[src/rtl/fifo_wr_arbiter.sv]
// rtl/fifo_wr_arbiter.sv - round-robin, credit-gated write-port arbiter for a shared sync FIFO
// Bounded bursts per requester; registered DIN/WRITE drive the FIFO pins directly.
module fifo_wr_arbiter #(
  parameter int NUM_REQ    = 4,
  parameter int ID_WIDTH   = 2,
  parameter int DATA_WIDTH = 32,
  parameter int DEPTH      = 8,
  parameter int BURST_LEN  = 2,
  localparam int OCC_WIDTH = $clog2(DEPTH + 1)
) (
  input  logic                          CLK,
  input  logic                          RESET,
  input  logic [NUM_REQ-1:0]            REQ,
  input  logic [NUM_REQ*DATA_WIDTH-1:0] REQ_DIN,
  output logic [NUM_REQ-1:0]            GNT,
  input  logic                          FIFO_FULL,
  input  logic                          FIFO_READ,
  output logic                          FIFO_WRITE,
  output logic [DATA_WIDTH-1:0]         FIFO_DIN,
  output logic [ID_WIDTH-1:0]           WR_ID,
  output logic [OCC_WIDTH-1:0]          OCC,
  output logic                          ERR
);

  localparam int BW = $clog2(BURST_LEN + 1);
  localparam logic [BW-1:0]        BURST_MAX = BW'(BURST_LEN);
  localparam logic [OCC_WIDTH-1:0] OCC_MAX   = OCC_WIDTH'(DEPTH);
  localparam logic [ID_WIDTH:0]    NUM_W     = (ID_WIDTH + 1)'(NUM_REQ);

  logic [ID_WIDTH-1:0]   owner;
  logic [BW-1:0]         burst_cnt;
  logic [ID_WIDTH-1:0]   winner;
  logic                  renew;
  logic                  found;
  logic [ID_WIDTH:0]     sum;
  logic                  can_grant;
  logic [DATA_WIDTH-1:0] sel_din;

  assign can_grant = RESET && (OCC < OCC_MAX) && !FIFO_FULL && (|REQ);

  // burst_cnt==0 means no burst is open (after reset), so the scan decides.
  always_comb begin
    winner = '0;
    renew  = 1'b1;
    found  = 1'b0;
    sum    = '0;
    if (REQ[owner] && (burst_cnt != '0) && (burst_cnt < BURST_MAX)) begin
      winner = owner;
      renew  = 1'b0;
    end else begin
      for (int k = 1; k <= NUM_REQ; k++) begin
        sum = {1'b0, owner} + (ID_WIDTH + 1)'(k);
        if (sum >= NUM_W) sum = sum - NUM_W;
        if (!found && REQ[sum[ID_WIDTH-1:0]]) begin
          found  = 1'b1;
          winner = sum[ID_WIDTH-1:0];
        end
      end
    end
  end

  always_comb begin
    GNT = '0;
    if (can_grant) GNT[winner] = 1'b1;
  end

  always_comb begin
    sel_din = '0;
    for (int i = 0; i < NUM_REQ; i++) begin
      if (winner == ID_WIDTH'(i)) sel_din = REQ_DIN[i*DATA_WIDTH +: DATA_WIDTH];
    end
  end

  always_ff @(posedge CLK) begin
    if (!RESET) begin
      owner      <= ID_WIDTH'(NUM_REQ - 1);
      burst_cnt  <= '0;
      FIFO_WRITE <= 1'b0;
      FIFO_DIN   <= '0;
      WR_ID      <= '0;
      OCC        <= '0;
      ERR        <= 1'b0;
    end else begin
      FIFO_WRITE <= can_grant;
      if (can_grant) begin
        owner     <= winner;
        burst_cnt <= renew ? BW'(1) : burst_cnt + BW'(1);
        FIFO_DIN  <= sel_din;
        WR_ID     <= winner;
      end
      if (can_grant && !FIFO_READ) begin
        OCC <= OCC + OCC_WIDTH'(1);
      end else if (FIFO_READ && !can_grant && (OCC != '0)) begin
        OCC <= OCC - OCC_WIDTH'(1);
      end
      // A read the credit count cannot account for is an underflow.
      if (FIFO_READ && (OCC == '0)) ERR <= 1'b1;
    end
  end

endmodule

[config.mk]
export PLATFORM = sky130hd
export DESIGN_NAME = fifo_wr_arbiter
export DESIGN_NICKNAME = d
export VERILOG_FILES = /design/src/rtl/fifo_wr_arbiter.sv
export SDC_FILE = /design/constraint.sdc
export NUM_CORES = 1
export LEC_CHECK = 0
export CAP_MARGIN = 15
export CORE_MARGIN = 3
export CORE_UTILIZATION = 34
export CTS_BUF_LIST = sky130_fd_sc_hd__clkbuf_16
export DETAILED_ROUTE_END_ITERATION = 12
export GPL_TIMING_DRIVEN = 0
export PLACE_DENSITY = 0.77
export SLEW_MARGIN = 20
export SYNTH_ARGS = -nofsm -noshare
export SYNTH_HDL_FRONTEND = slang
export SYNTH_SLANG_ARGS = --single-unit
[constraint.sdc]
create_clock -name CLK -period 2.71 [get_ports CLK]
set_clock_uncertainty 0.2 [all_clocks]
set_input_delay 0.4065 -clock CLK [delete_from_list [all_inputs] [get_ports CLK]]
set_output_delay 0.4065 -clock CLK [all_outputs]
set_load 0.03 [all_outputs]
==> impl_summary.log <==
[metrics] synthesis-stage register bit count: 44
[metrics] number of DRC violations after detailed-routing iteration 0: 109
[metrics] iteration count of the initial detailed-routing pass: 4
[metrics] average wire per cell in the routed design: around 18 µm
[metrics] number of antenna violations at the first check in global routing: 0
[metrics] synthesized area per cell: between 8 and 9 µm²
[metrics] reg2reg start: burst_cnt[1]$_SDFFE_PN0N_
[metrics] Max-Slew Margin vs Limit: 0.5622
[metrics] ranking of synthesized cells by area: dfxtp_1, mux2_2, a22oi_2
[metrics] port buffer count: 178
[metrics] count of buffer and inverter cells on the critical path: 4
[metrics] final estimated routing congestion in global placement: 0.8282
[metrics] Detail Placement HPWL: approximately 8.5 mm
[metrics] chip width: ~99 µm
[metrics] CTS tree: done
[metrics] drt drc: 0
[metrics] area fraction of the dominant cell type after synthesis: 0.2974
[metrics] number of top-level design ports: 180
[metrics] Max-Cap Viols: 0
[metrics] EDFF count, synth: 0
[metrics] height of the die: just under 100 µm
[metrics] Overall Global Routing Usage: 0.2219
[metrics] cells along the critical path: inv_2 -> ha_4 -> or3b_4 -> o22ai_4 -> o31a_1 -> or2_1 -> buf_6 -> buf_12 -> and3_4 -> buf_6
[metrics] unrepaired setup endpoints after global routing: true
[metrics] CP startpoint kind: flip-flop
[metrics] minimum clock period after layout: just under 3 ns
[metrics] drt via density: about 5.4
[metrics] path class of the lowest-slack min-delay path: reg2reg
[metrics] Worst Path Required: 2.10 ns
[metrics] Crit Path Category: reg2out
[metrics] Post-Route Utilization: 0.6407
[metrics] ANT nets after route: 0
[metrics] Worst Hold Depth: 2
[metrics] critical register-to-register path endpoint: FIFO_DIN[15]$_SDFFE_PN0N_
[metrics] post-synth design cell area: slightly below 3000 µm²
[metrics] CTS clock-pin slew for the worst setup and hold paths: approximately 0.060 ns
[metrics] number of inserted diodes: 0
[metrics] placed cell count: between 600 and 700
[metrics] slew of the pin with the lowest slew margin: 0.6567 ns
[metrics] final critical-path setup slack: -0.2227 ns
[metrics] hold path endpoint: FIFO_DIN[20]$_SDFFE_PN0N_
[metrics] area growth from synthesis to layout: 80.44%
[metrics] predominant post-synthesis flop cell: dfxtp_1
[metrics] count of standard-cell rows: 33
[metrics] Clk Latency, worst-skew pair: between 0.2 and 0.3 ns
[metrics] vias in the first global route: approximately 3.6k
[metrics] most common cell in the synthesized netlist: dfxtp_1
[metrics] Netlist cell types: 52
[metrics] number of cells on the worst reg-to-reg path: 10
[metrics] number of buffers on the longest clock path: 2
[metrics] number of clock buffers inserted by TritonCTS: 5
[metrics] crit-path max FO: 4
[metrics] register area share after synthesis: 0.2974
[metrics] sum of overflow across all layers after global routing: 0
[metrics] Min-Delay Startpoint: FIFO_DIN[20]$_SDFFE_PN0N_
[metrics] area of the core: roughly 8300 µm²
[metrics] Commonest cells post-synth: dfxtp_1, a21oi_1, nand2_1, o21ai_0, a31oi_1
[metrics] hold buffer count at cts: 0
[metrics] post-route fraction of the period consumed by the critical path: 1.082
[metrics] asr flop ratio synth: 0
[metrics] nets: 681
[metrics] power density over the cells: approximately 800 nW/µm²
[metrics] number of vias after detailed routing: about 3.5k
[metrics] Die Footprint: 9866 µm²
[metrics] Critical Path AT: 2.33 ns
[metrics] starting utilization of the core area: 0.3551
[metrics] final WL: ~11 mm
[metrics] TNS Setup: -0.6304 ns
[metrics] CP Capture Type: output port
[metrics] fraction of final layout cells sized beyond drive strength 1: 0.2144
[metrics] clk root buf: clkbuf_16
[metrics] peak supply drop: 0.3923 mV
[metrics] cell depth of the worst setup path: 10
[metrics] library cell with the largest summed area after synthesis: dfxtp_1
[metrics] standby leakage power: about 0.0020 µW
[metrics] highest clock rate: about 340 MHz
[metrics] pin count of the biggest net entering global routing: 20
[metrics] final number of max-transition violations: 0
[metrics] status: complete, but fails checks
[metrics] cell with the most instances on the worst path: buf_6
[metrics] library cell contributing the largest single delay on the critical path: or3b_4
[metrics] flop2flop setup slack: 0.08 ns
[metrics] CTS HTree Levels: 2
[metrics] filler-free cell count of the finished design: around 650
[metrics] Yosys warning total: 0
[metrics] number of hold violations in the final report: 0
[metrics] CP delay by family, top: simple AND/OR/NAND/NOR gates
[metrics] max incr delay on CP: 0.39 ns
[metrics] CTS sink cnt: 44
[metrics] final setup fails: 4
[metrics] net count after synthesis: 475
[metrics] number of cells produced by synthesis: 335
[metrics] violations in the final reports: setup timing
[metrics] wire length of the first global-routing pass: around 18 mm
==> metrics by stage <==
stage | power (µW) | hold slack (ns) | setup slack, ns | instance area [µm²]
global placement | 3399 | 0.2461 | -1.219 | 4903
floorplan | 2564 | 0.2316 | -0.06064 | 2990
detailed placement | 3433 | 0.2655 | -1.240 | 4903
CTS | 4205 | 0.2928 | -0.1697 | 5268
finish | 4286 | 0.2896 | -0.2227 | 5344
global route | 4538 | 0.3215 | -0.2780 | 5344
==> metal layers <==
layer  vias to the layer above  share of wire  global-route usage
li1                       1676              -                   -
met1                      1649           0.39              0.2530
met2                       122           0.52              0.4096
met3                        22          0.062             0.05330
met4                         0          0.025             0.06197
met5                         -              0                   0
==> where the power goes <==
group	switching (µW)	total (µW)	internal, µW
logic	1400	2760	1360
clock network	247	578	332
registers	115	947	833
==> cell usage in the layout, fill, tap and decap left out, types with 3 or more instances in the layout <==
master,count
o21ai_0,28
a22oi_1,5
mux2i_1,16
nand3_1,7
clkdlybuf4s50_1,170
buf_6,11
nand2_1,27
nor2b_1,3
dfxtp_1,41
buf_8,3
dfxtp_2,3
clkbuf_1,13
a21oi_1,30
a22oi_2,20
nand2b_1,5
nor2_1,9
mux2_2,23
clkbuf_16,5
and2_1,3
buf_4,24
o221ai_1,8
a31oi_1,26
o21ai_1,3
==> registers in the layout (all words and copies together) (netlist names) <==
register	cells
FIFO_DIN	32
OCC	4
WR_ID	2
burst_cnt	2
owner	2
ERR	1
FIFO_WRITE	1
==> timing repair <==
item / CTS / global route
pin swaps: 6 / 7
buffers inserted: 18 / 5
setup endpoints to repair: 39 / 28
resized for setup: 60 / 16
==> cell families after synthesis <==
logic type                 Yosys count  synth area share
AOI/OAI and AO/OA                  133            0.3164
xor gates and xnor gates             3          0.008874
adders and majority gates            4           0.01944
buffers and inverters               33           0.06295
DFF                                 44            0.2974
muxes                               43            0.1572
and+or+nand+nor                     75            0.1377
==> worst max path at each step <==
stage	to	slack (ns)	from
4_1_cts	GNT[3]	-0.17	owner[0]$_SDFFE_PN1N_
3_5_place_dp	GNT[1]	-1.24	REQ[3]
6_report	GNT[3]	-0.22	burst_cnt[1]$_SDFFE_PN0N_
3_3_place_gp	GNT[2]	-1.22	REQ[3]
2_1_floorplan	GNT[1]	-0.06	burst_cnt[0]$_SDFFE_PN0N_
5_1_grt	GNT[3]	-0.28	burst_cnt[1]$_SDFFE_PN0N_
==> worst min-delay path: cells and delay by family, from the launching register on <==
family | cells | cell delay (ns)
AO/OA/AOI/OAI | 1 | 0.07
flip-flops | 1 | 0.32
AND/OR/NAND/NOR | 1 | 0.06
==> layout make-up <==
class	instances	area (µm²)
fill	690	2997
multi-input combinational	258	2007
timing repair buffer	201	1961
sequential	44	884.6
buffer	28	215.2
tap	105	131.4
clock buffer	5	125.1
inverter	3	11.26
clock inverter	2	8.758
(Power assumes the default switching activity.)
